--- src/rtl/udp_pkg.sv ---
// Shared types and constants for the UDP transmit arbitration path.
package udp_pkg;

    localparam int unsigned UDP_PORT_W = 16;

    typedef enum logic [1:0] {
        ARB_IDLE    = 2'd0,
        ARB_HDR     = 2'd1,
        ARB_PAYLOAD = 2'd2
    } arb_state_t;

endpackage

--- src/rtl/udp_tx_arbiter_rr.sv ---
// Combinational round-robin picker: first set request at or after ptr, with wrap-around.
module rr_arbiter #(
    parameter  int unsigned N  = 4,
    localparam int unsigned IW = (N > 1) ? $clog2(N) : 1
) (
    input  logic [N-1:0]  req,
    input  logic [IW-1:0] ptr,
    output logic [N-1:0]  gnt_onehot,
    output logic [IW-1:0] gnt_idx,
    output logic          gnt_valid
);

    logic [2*N-1:0] w_dbl;
    logic [N-1:0]   w_rot;
    logic [IW-1:0]  w_off;
    logic [IW:0]    w_sum;

    // Rotating a doubled copy puts the request at ptr into bit 0.
    assign w_dbl = {req, req} >> ptr;
    assign w_rot = w_dbl[N-1:0];

    always_comb begin
        w_off     = '0;
        gnt_valid = 1'b0;
        for (int i = int'(N) - 1; i >= 0; i--) begin
            if (w_rot[i]) begin
                w_off     = IW'(i);
                gnt_valid = 1'b1;
            end
        end
    end

    assign w_sum      = {1'b0, ptr} + {1'b0, w_off};
    assign gnt_idx    = (w_sum >= (IW+1)'(N)) ? IW'(w_sum - (IW+1)'(N)) : IW'(w_sum);
    assign gnt_onehot = gnt_valid ? (N'(1) << gnt_idx) : '0;

endmodule

--- src/rtl/udp_tx_arbiter.sv ---
// Packet-granular round-robin arbiter sharing one udp_tx header + payload path among requesters.
module udp_tx_arbiter
    import udp_pkg::*;
#(
    parameter  int unsigned NUM_PORTS      = 4,
    parameter  int unsigned AXI_DATA_WIDTH = 8,
    localparam int unsigned GW             = $clog2(NUM_PORTS)
) (
    input  logic                                i_clk,
    input  logic                                i_reset,
    input  logic [NUM_PORTS-1:0]                s_udp_hdr_tvalid,
    output logic [NUM_PORTS-1:0]                s_udp_hdr_trdy,
    input  logic [UDP_PORT_W*NUM_PORTS-1:0]     s_udp_src_port,
    input  logic [UDP_PORT_W*NUM_PORTS-1:0]     s_udp_dst_port,
    input  logic [AXI_DATA_WIDTH*NUM_PORTS-1:0] s_tx_axis_tdata,
    input  logic [NUM_PORTS-1:0]                s_tx_axis_tvalid,
    input  logic [NUM_PORTS-1:0]                s_tx_axis_tlast,
    output logic [NUM_PORTS-1:0]                s_tx_axis_trdy,
    output logic                                m_udp_hdr_tvalid,
    input  logic                                m_udp_hdr_trdy,
    output logic [UDP_PORT_W-1:0]               m_udp_src_port,
    output logic [UDP_PORT_W-1:0]               m_udp_dst_port,
    output logic [AXI_DATA_WIDTH-1:0]           m_tx_axis_tdata,
    output logic                                m_tx_axis_tvalid,
    output logic                                m_tx_axis_tlast,
    input  logic                                m_tx_axis_trdy,
    output logic [GW-1:0]                       o_grant_idx,
    output logic                                o_busy
);

    arb_state_t r_state, w_next_state;
    logic [GW-1:0]         r_rr_ptr, w_rr_ptr_next;
    logic [GW-1:0]         r_grant, w_grant_next;
    logic                  r_hdr_tvalid, w_hdr_tvalid_next;
    logic [UDP_PORT_W-1:0] r_src, w_src_next;
    logic [UDP_PORT_W-1:0] r_dst, w_dst_next;

    logic [NUM_PORTS-1:0]      w_gnt_onehot;
    logic [GW-1:0]             w_gnt_idx;
    logic                      w_gnt_valid;
    logic [UDP_PORT_W-1:0]     w_gnt_src;
    logic [UDP_PORT_W-1:0]     w_gnt_dst;
    logic [AXI_DATA_WIDTH-1:0] w_sel_tdata;
    logic                      w_sel_tvalid;
    logic                      w_sel_tlast;

    rr_arbiter #(
        .N (NUM_PORTS)
    ) u_rr (
        .req        (s_udp_hdr_tvalid),
        .ptr        (r_rr_ptr),
        .gnt_onehot (w_gnt_onehot),
        .gnt_idx    (w_gnt_idx),
        .gnt_valid  (w_gnt_valid)
    );

    assign w_gnt_src    = s_udp_src_port[w_gnt_idx*UDP_PORT_W +: UDP_PORT_W];
    assign w_gnt_dst    = s_udp_dst_port[w_gnt_idx*UDP_PORT_W +: UDP_PORT_W];
    assign w_sel_tdata  = s_tx_axis_tdata[r_grant*AXI_DATA_WIDTH +: AXI_DATA_WIDTH];
    assign w_sel_tvalid = s_tx_axis_tvalid[r_grant];
    assign w_sel_tlast  = s_tx_axis_tlast[r_grant];

    always_ff @(posedge i_clk) begin
        if (i_reset) begin
            r_state      <= ARB_IDLE;
            r_rr_ptr     <= '0;
            r_grant      <= '0;
            r_hdr_tvalid <= 1'b0;
            r_src        <= '0;
            r_dst        <= '0;
        end else begin
            r_state      <= w_next_state;
            r_rr_ptr     <= w_rr_ptr_next;
            r_grant      <= w_grant_next;
            r_hdr_tvalid <= w_hdr_tvalid_next;
            r_src        <= w_src_next;
            r_dst        <= w_dst_next;
        end
    end

    always_comb begin
        w_next_state      = r_state;
        w_rr_ptr_next     = r_rr_ptr;
        w_grant_next      = r_grant;
        w_hdr_tvalid_next = r_hdr_tvalid;
        w_src_next        = r_src;
        w_dst_next        = r_dst;
        s_udp_hdr_trdy    = '0;
        s_tx_axis_trdy    = '0;
        m_tx_axis_tdata   = '0;
        m_tx_axis_tvalid  = 1'b0;
        m_tx_axis_tlast   = 1'b0;

        unique case (r_state)
            ARB_IDLE: begin
                // Accepting the header in the arbitration cycle lets the header be latched at once.
                s_udp_hdr_trdy = w_gnt_onehot;
                if (w_gnt_valid) begin
                    w_next_state      = ARB_HDR;
                    w_grant_next      = w_gnt_idx;
                    w_hdr_tvalid_next = 1'b1;
                    w_src_next        = w_gnt_src;
                    w_dst_next        = w_gnt_dst;
                end
            end
            ARB_HDR: begin
                if (m_udp_hdr_trdy) begin
                    w_next_state      = ARB_PAYLOAD;
                    w_hdr_tvalid_next = 1'b0;
                end
            end
            ARB_PAYLOAD: begin
                m_tx_axis_tdata         = w_sel_tdata;
                m_tx_axis_tvalid        = w_sel_tvalid;
                m_tx_axis_tlast         = w_sel_tlast;
                s_tx_axis_trdy[r_grant] = m_tx_axis_trdy;
                if (w_sel_tvalid && m_tx_axis_trdy && w_sel_tlast) begin
                    w_next_state  = ARB_IDLE;
                    w_rr_ptr_next = (r_grant == GW'(NUM_PORTS - 1)) ? '0 : r_grant + GW'(1);
                end
            end
            default: w_next_state = ARB_IDLE;
        endcase
    end

    assign m_udp_hdr_tvalid = r_hdr_tvalid;
    assign m_udp_src_port   = r_src;
    assign m_udp_dst_port   = r_dst;
    assign o_grant_idx      = r_grant;
    assign o_busy           = (r_state != ARB_IDLE);

endmodule

--- config.mk ---
export PLATFORM = sky130hd
export DESIGN_NAME = udp_tx_arbiter
export DESIGN_NICKNAME = d
export VERILOG_FILES = /design/src/rtl/udp_pkg.sv /design/src/rtl/udp_tx_arbiter_rr.sv /design/src/rtl/udp_tx_arbiter.sv
export SDC_FILE = /design/constraint.sdc
export NUM_CORES = 1
export LEC_CHECK = 0
export ABC_AREA = 1
export CAP_MARGIN = 40
export CORE_ASPECT_RATIO = 1.1
export CORE_UTILIZATION = 35
export DETAILED_ROUTE_END_ITERATION = 7
export MAX_ROUTING_LAYER = met4
export PLACE_DENSITY = 0.91
export SKIP_CTS_REPAIR_TIMING = 1
export SLEW_MARGIN = 20
export SYNTH_ARGS = -nofsm -noshare
export SYNTH_HDL_FRONTEND = slang
export SYNTH_SLANG_ARGS = --single-unit
--- constraint.sdc ---
create_clock -name i_clk -period 2.5 [get_ports i_clk]
set_input_delay 0.375 -clock i_clk [delete_from_list [all_inputs] [get_ports i_clk]]
set_output_delay 0.375 -clock i_clk [all_outputs]
set_load 0.05 [all_outputs]
# After elaboration in Yosys (flattened, before gate mapping)

Cells that the tools add are included.

Output and inout port bits: 54
Bits in registers: 39

Order comparisons: 3
Multiplexer cells: 29
Bitwise operators: 1
Equal/unequal tests: 6
Shifts and indexed selects: 5
$add $sub $neg: 3
Reduce and logical (&&, ||, !) cells: 10

Operator list:

| kind                                                                                 | number |
|---|---|
| 64-bit by 7-bit variable part select with 16-bit output                              | 2 |
| 32-bit by 6-bit variable part select with 8-bit output                               | 1 |
| 2-bit 2-to-1 mux                                                                     | 9 |
| 4-bit 2-to-1 mux                                                                     | 3 |
| 1-bit 2-to-1 mux                                                                     | 11 |
| 8-bit 2-to-1 mux                                                                     | 1 |
| 8-bit by 2-bit right shift with 4-bit output                                         | 1 |
| 2-bit case mux with 3 select lines                                                   | 1 |
| 3-bit AND reduction                                                                  | 2 |
| 4-bit bitwise AND                                                                    | 1 |
| 1-bit binary-select mux with 2-bit select                                            | 2 |
| 2-bit == test (second input constant)                                                | 2 |
| 2-bit inequality test (second input constant)                                        | 2 |
| 2-bit AND reduction                                                                  | 2 |
| 2-bit nonzero test                                                                   | 2 |
| 1-bit by 2-bit << shifter with 4-bit output (first input constant)                   | 1 |
| 2-bit by 2-bit adder with 3-bit output                                               | 1 |
| 3-bit greater-or-equal comparator (second input constant)                            | 1 |
| 1-bit logical AND                                                                    | 3 |
| 2-bit by 3-bit less-than comparator with 1-bit output (second input constant)        | 1 |
| 2-bit by 1-bit adder with 2-bit output (second input constant)                       | 1 |
| 1-bit demux with 2-bit select                                                        | 1 |
| 2-bit by 1-bit == test with 1-bit output (second input constant)                     | 1 |
| 2-bit by 1-bit greater-or-equal comparator with 1-bit output (second input constant) | 1 |
| 4 further kinds                                                                      | 4 |

# Longest topological paths before layout

Depth in word-level cells: 11
Depth in mapped cells: 15
Depth with buffers taken out: 14

# Modules after synthesis

From an unflattened synthesis, not the netlist that was laid out.

Cells, all modules: 547
Area total of the unflattened synthesis: 3180.6 µm²

Modules (own cells, without submodules):

| module         | sequential area each (µm²) | area an instance (µm²) | instances | cells an instance |
|---|---|---|---|---|
| udp_tx_arbiter | 780.7                      | 2962.8                 | 1         | 504 |
| rr_arbiter     | 0.0                        | 217.7                  | 1         | 43 |

# Least setup slack after synthesis

No wires, ideal clock.

Path kind: reg2out
Start point: register r_rr_ptr[0]
End point: output port s_udp_hdr_trdy[1]
Arrival: 2.875 ns
Data required time: 2.125 ns
Cell stages (with the launch flop): 12
Path slack: -0.750 ns
Path through: dfxtp_1 > nand2_1 > nand3_1 > nand2_1 > nand3_1 > a21boi_0 > ha_1 > clkbuf_1 > buf_2 > buf_2 > inv_1 > nor3_1

Longest elaborated chain between the ends: 11

RTL lines:

| item                                                                                                    | RTL line                | source |
|---|---|---|
| from (decl)                                                                                             | udp_tx_arbiter.sv:32    | `logic [GW-1:0] r_rr_ptr, w_rr_ptr_next;` |
| from (signal assigned)                                                                                  | udp_tx_arbiter.sv:73    | `r_rr_ptr <= w_rr_ptr_next;` |
| 8-bit by 2-bit right shift with 4-bit output                                                            | udp_tx_arbiter_rr.sv:19 | `assign w_dbl = {req, req} >> ptr;` |
| 2-bit 2-to-1 mux (4 in a row)                                                                           | udp_tx_arbiter_rr.sv:26 | `if (w_rot[i]) begin` |
| 2-bit by 2-bit adder with 3-bit output *                                                                | udp_tx_arbiter_rr.sv:33 | `assign w_sum = {1'b0, ptr} + {1'b0, w_off};` |
| 3-bit greater-or-equal comparator / 2-bit by 1-bit subtractor with 2-bit output (equally long branches) | udp_tx_arbiter_rr.sv:34 | `assign gnt_idx = (w_sum >= (IW+1)'(N)) ? IW'(w_sum - (IW+1)'(N)) : IW'(w_sum);` |
| 2-bit 2-to-1 mux *                                                                                      | udp_tx_arbiter_rr.sv:34 |  |
| net u_rr.gnt_idx[0]                                                                                     | udp_tx_arbiter_rr.sv:9  | `output logic [IW-1:0] gnt_idx,` |
| 1-bit by 2-bit << shifter with 4-bit output *                                                           | udp_tx_arbiter_rr.sv:35 | `assign gnt_onehot = gnt_valid ? (N'(1) << gnt_idx) : '0;` |
| 4-bit 2-to-1 mux *                                                                                      | udp_tx_arbiter_rr.sv:35 |  |
| 4-bit 2-to-1 mux *                                                                                      | udp_tx_arbiter.sv:94    | `unique case (r_state)` |
| to (decl)                                                                                               | udp_tx_arbiter.sv:12    | `output logic [NUM_PORTS-1:0] s_udp_hdr_trdy,` |

The timed path passes the listed nets; every way through them passes the cells marked *.

# Final worst setup path

Start point: register r_rr_ptr[0]
End point: output port s_udp_hdr_trdy[1]

Longest elaborated chain between the ends: 11

RTL lines:

| item                                                                                                    | RTL line |
|---|---|
| 8-bit by 2-bit right shift with 4-bit output                                                            | udp_tx_arbiter_rr.sv:19 |
| 2-bit 2-to-1 mux (4 in a row)                                                                           | udp_tx_arbiter_rr.sv:26 |
| 2-bit by 2-bit adder with 3-bit output                                                                  | udp_tx_arbiter_rr.sv:33 |
| 3-bit greater-or-equal comparator / 2-bit by 1-bit subtractor with 2-bit output (equally long branches) | udp_tx_arbiter_rr.sv:34 |
| 2-bit 2-to-1 mux                                                                                        | udp_tx_arbiter_rr.sv:34 |
| 1-bit by 2-bit << shifter with 4-bit output                                                             | udp_tx_arbiter_rr.sv:35 |
| 4-bit 2-to-1 mux *                                                                                      | udp_tx_arbiter_rr.sv:35 |
| 4-bit 2-to-1 mux *                                                                                      | udp_tx_arbiter.sv:94 |

Mark *: on every way between the ends. The rest lies on a longest branch, timed or not.

==> results <==
- The run finished, with violations left.
- The checks that failed: negative setup slack.
- 230 I/O pins were placed.
- The path type of the worst min-delay path is register to register.
- The overall die area is between 9000 and 10000 sq um.
- Ranked by total cell area, the synthesized netlist is headed by sky130_fd_sc_hd__dfxtp_1, sky130_fd_sc_hd__mux2i_1, sky130_fd_sc_hd__nand3_1, sky130_fd_sc_hd__nand2_1, sky130_fd_sc_hd__a21oi_1.
- The footprint of the multi-input gates is 2256 sq um.
- The port buffer count is about 230.
- The number of synthesized flops with an enable pin is 0.
- The total setup violations reported at the end of the flow is 4.
- The fraction of synthesized cell area taken by the top area cell type is 0.2529.
- The most used standard cell by instance count after synthesis is sky130_fd_sc_hd__nand2_1.
- In the finished design, the share of the clock period the worst path needs comes to 1.055.
- The number of global-route vias before repair is 4222.
- Setup repair after global routing could not meet its margin everywhere.
- The type of the setup path with the least slack is register to output pin.
- For this run, the total global-route usage over all layers was measured as 0.2813.
- The final number of max-transition violations is 0.
- The number of maximum-capacitance violations is 0.
- Row generation in the floorplan step produced 35 rows.
- The first global-routing pass estimated between 15 and 20 mm of wire.
- The mean post-synth cell area is 6.844 sq um.
- Dividing the detail-routed wire length by the instance count gives 16.33 um.
- The arrival time at the worst endpoint is 2.26 ns.
- The final setup skew is 0.008063 ns.
- Counting every sink on the clock net gives 39.
- The type of element capturing the critical path is an output pin.
- Clock latency on the worst-skew pair, taken at its later pin, is 0.29 ns.
- The total leakage power is 2.354 nW.
- The detailed-route DRC error count is 0.
- The post-CTS clock slew at the launch and capture registers of the worst setup and hold paths is around 0.080 ns.
- The area growth from synthesis to layout is 87.68%.
- The clock root buffer master is sky130_fd_sc_hd__clkbuf_8.
- The detail-routed via count per cell is roughly 5.3.
- In the final layout, the share of cells above drive strength 1 is 0.1320.
- For the finished layout, the period the worst path requires is between 2 and 3 ns.
- At the worst endpoint, the required time is 2.12 ns.
- Clock tree synthesis inserted a total of 5 buffers.
- The number of instances in the synthesized netlist is 451.
- The largest voltage drop on the vdd net is 0.3189 mV.
- The share of flip-flops with an asynchronous set or reset is 0.
- The largest buffer count on any clock path is 2.
- The netlist uses 26 different library cells.
- The antenna diode count is 0.
- The number of warnings reported in the yosys synthesis log is 0.
- In the post-route analysis, the smallest setup slack over all paths is -0.1384 ns.
- Before CTS, the worst setup slack after placement is -0.3793 ns.
- The residual overflow from global routing is 0.
- From bottom edge to top edge, the die measures 100.5 um.
- In this run the tightest slew margin relative to its limit is 0.6134.
- At the end of routability-driven placement, the weighted congestion stood at approximately 0.79.
- The number of synthesized register bits is 39.
- The cell area after synthesis is 3087 sq um.
- CTS built an H-tree with a depth of 2.
- TritonCTS built the clock tree.
- The post-synthesis sequential area ratio is 0.2529.
- The floorplan step defined a core boundary enclosing about 8500 sq um.
- The highest clock frequency the design can meet is 0.3790 GHz.
- The horizontal extent of the die is approximately 90 um.
- In this run the worst path has a maximum fanout of 7.
- The initial standard-cell utilization of the core is 0.3652.
- The initial detailed-routing violation count is 138.
- The number of nets in the synthesized netlist is 632.
- The final route contains 4125 vias.
- The number of hold violations in the final report is 0.
- Registers take 785.8 sq um.
- The estimated wirelength of the detail-placed design is 9.917 mm.
- The final core utilization is 0.6854.
- The pin slew with the least headroom to its limit is 0.5793 ns.
- The first-pass detailed-route iteration total is 4.
- The routed wire length is 12.82 mm.
- Entering global routing, the biggest net connects 40 pins.
- STA classifies the critical path startpoint as a register.
- The number of filler cells placed in the layout is between 600 and 700.
- The final layout contains ~850 nets.
- The flip-flop cell with the highest count after synthesis is sky130_fd_sc_hd__dfxtp_1.
- In this run the power density over the cells is 473.7 nW/um^2.
- The number of antenna violations at the first check in global routing is 0.
- The commonest cells after synthesis are sky130_fd_sc_hd__nand2_1, sky130_fd_sc_hd__nand3_1, sky130_fd_sc_hd__mux2i_1.
- The largest total area in the synthesized netlist belongs to sky130_fd_sc_hd__dfxtp_1.
- The number of antenna-violating nets in the routed design is 0.
-- report_power, final --
part / switching (mW) / total [mW] / internal (mW)
combinational: 0.872 / 1.56 / 0.690
sequential: 0.0516 / 0.754 / 0.702
clock: 0.232 / 0.429 / 0.196
total: 1.16 / 2.74 / 1.59
-- layer usage --
layer | vias to the layer above | global-route usage | share of wire
met1 | 1903 | 0.2705 | 0.35
met5 | - | - | 0
met2 | 217 | 0.5535 | 0.55
met3 | 28 | 0.06033 | 0.078
met4 | 0 | 0.09280 | 0.024
li1 | 1977 | - | -
-- path summary, 6_finish.rpt --
check / startpoint / to / slack (ns) / depth (start not counted)
max: r_rr_ptr[0] / s_udp_hdr_trdy[1] / -0.14 / 13
max reg2reg: r_rr_ptr[0] / m_udp_dst_port[8] / 0.15 / 14
min: m_udp_dst_port[15] / m_udp_dst_port[15] / 0.47 / 2
min reg2reg: m_udp_dst_port[15] / m_udp_dst_port[15] / 0.47 / 2
-- cells by family after synthesis --
kind of cell / share of synthesized area
AO/OA/AOI/OAI: 0.1127
flip-flops: 0.2529
multiplexers: 0.2075
XOR/XNOR: 0.002838
AND/OR/NAND/NOR: 0.3295
adder cells (fa/ha/maj): 0.02027
buffers and inverters: 0.07418
-- cell type report --
type | count | area share
Tap cell | 111 | 0.02397
Inverter | 11 | 0.008423
Clock buffer | 7 | 0.01317
Multi-Input combinational cell | 367 | 0.3894
Clock inverter | 1 | 0.0008639
Timing Repair Buffer | 249 | 0.4285
Sequential cell | 39 | 0.1356
-- layout by cell type (no fill, tap or decap), types with 2 or more instances in the layout --
master,Yosys,layout
sky130_fd_sc_hd__nor2_4,1,3
sky130_fd_sc_hd__nor3_4,0,2
sky130_fd_sc_hd__dlymetal6s2s_1,0,4
sky130_fd_sc_hd__nand3_2,1,5
sky130_fd_sc_hd__nand3_1,78,73
sky130_fd_sc_hd__nand2_4,2,3
sky130_fd_sc_hd__clkdlybuf4s50_1,0,207
sky130_fd_sc_hd__dfxtp_1,39,37
sky130_fd_sc_hd__a21oi_2,0,8
sky130_fd_sc_hd__o21ai_0,19,19
sky130_fd_sc_hd__buf_12,0,6
sky130_fd_sc_hd__inv_1,6,6
sky130_fd_sc_hd__a21oi_1,46,38
sky130_fd_sc_hd__mux2i_1,64,64
sky130_fd_sc_hd__nor2_1,48,45
sky130_fd_sc_hd__clkbuf_8,0,5
sky130_fd_sc_hd__nand2_2,3,10
sky130_fd_sc_hd__buf_4,2,32
sky130_fd_sc_hd__clkbuf_1,12,2
sky130_fd_sc_hd__ha_1,5,4
sky130_fd_sc_hd__inv_2,4,3
sky130_fd_sc_hd__nand2_1,91,82
sky130_fd_sc_hd__a211oi_1,2,2
-- flip-flops by register name, summed over array words and instances (netlist names) --
signal,cells
m_udp_dst_port,16
m_udp_hdr_tvalid,1
r_state,2
o_grant_idx,2
m_udp_src_port,16
r_rr_ptr,2
-- stage by stage --
step           setup TNS, ns  total power, mW  area [sq um]  hold slack [ns]  instances
2_1_floorplan        -0.1147            1.666          3171           0.4872        451
3_3_place_gp          -6.276            2.272          5607           0.4522        777
3_5_place_dp          -10.54            2.310          5607           0.4528        777
4_1_cts               -1.448            2.742          5688           0.4650        785
5_1_grt              -0.9076            2.883          5793           0.4791        785
6_report             -0.3785            2.744          5793           0.4703        785
-- worst max-delay path, stage by stage, from the launching register on --
cell and delay (ns):
sky130_fd_sc_hd__dfxtp_4 0.43, sky130_fd_sc_hd__inv_4 0.07, sky130_fd_sc_hd__nand2_2 0.07, sky130_fd_sc_hd__nand3_2 0.07
sky130_fd_sc_hd__nand2_2 0.10, sky130_fd_sc_hd__nand3_2 0.08, sky130_fd_sc_hd__a21boi_2 0.19, sky130_fd_sc_hd__ha_4 0.17
sky130_fd_sc_hd__xor2_4 0.19, sky130_fd_sc_hd__inv_2 0.07, sky130_fd_sc_hd__nand3_4 0.09, sky130_fd_sc_hd__nand2_8 0.08
sky130_fd_sc_hd__nor3_4 0.21, sky130_fd_sc_hd__buf_12 0.16
Note: power is estimated with default switching activity, not from simulation.
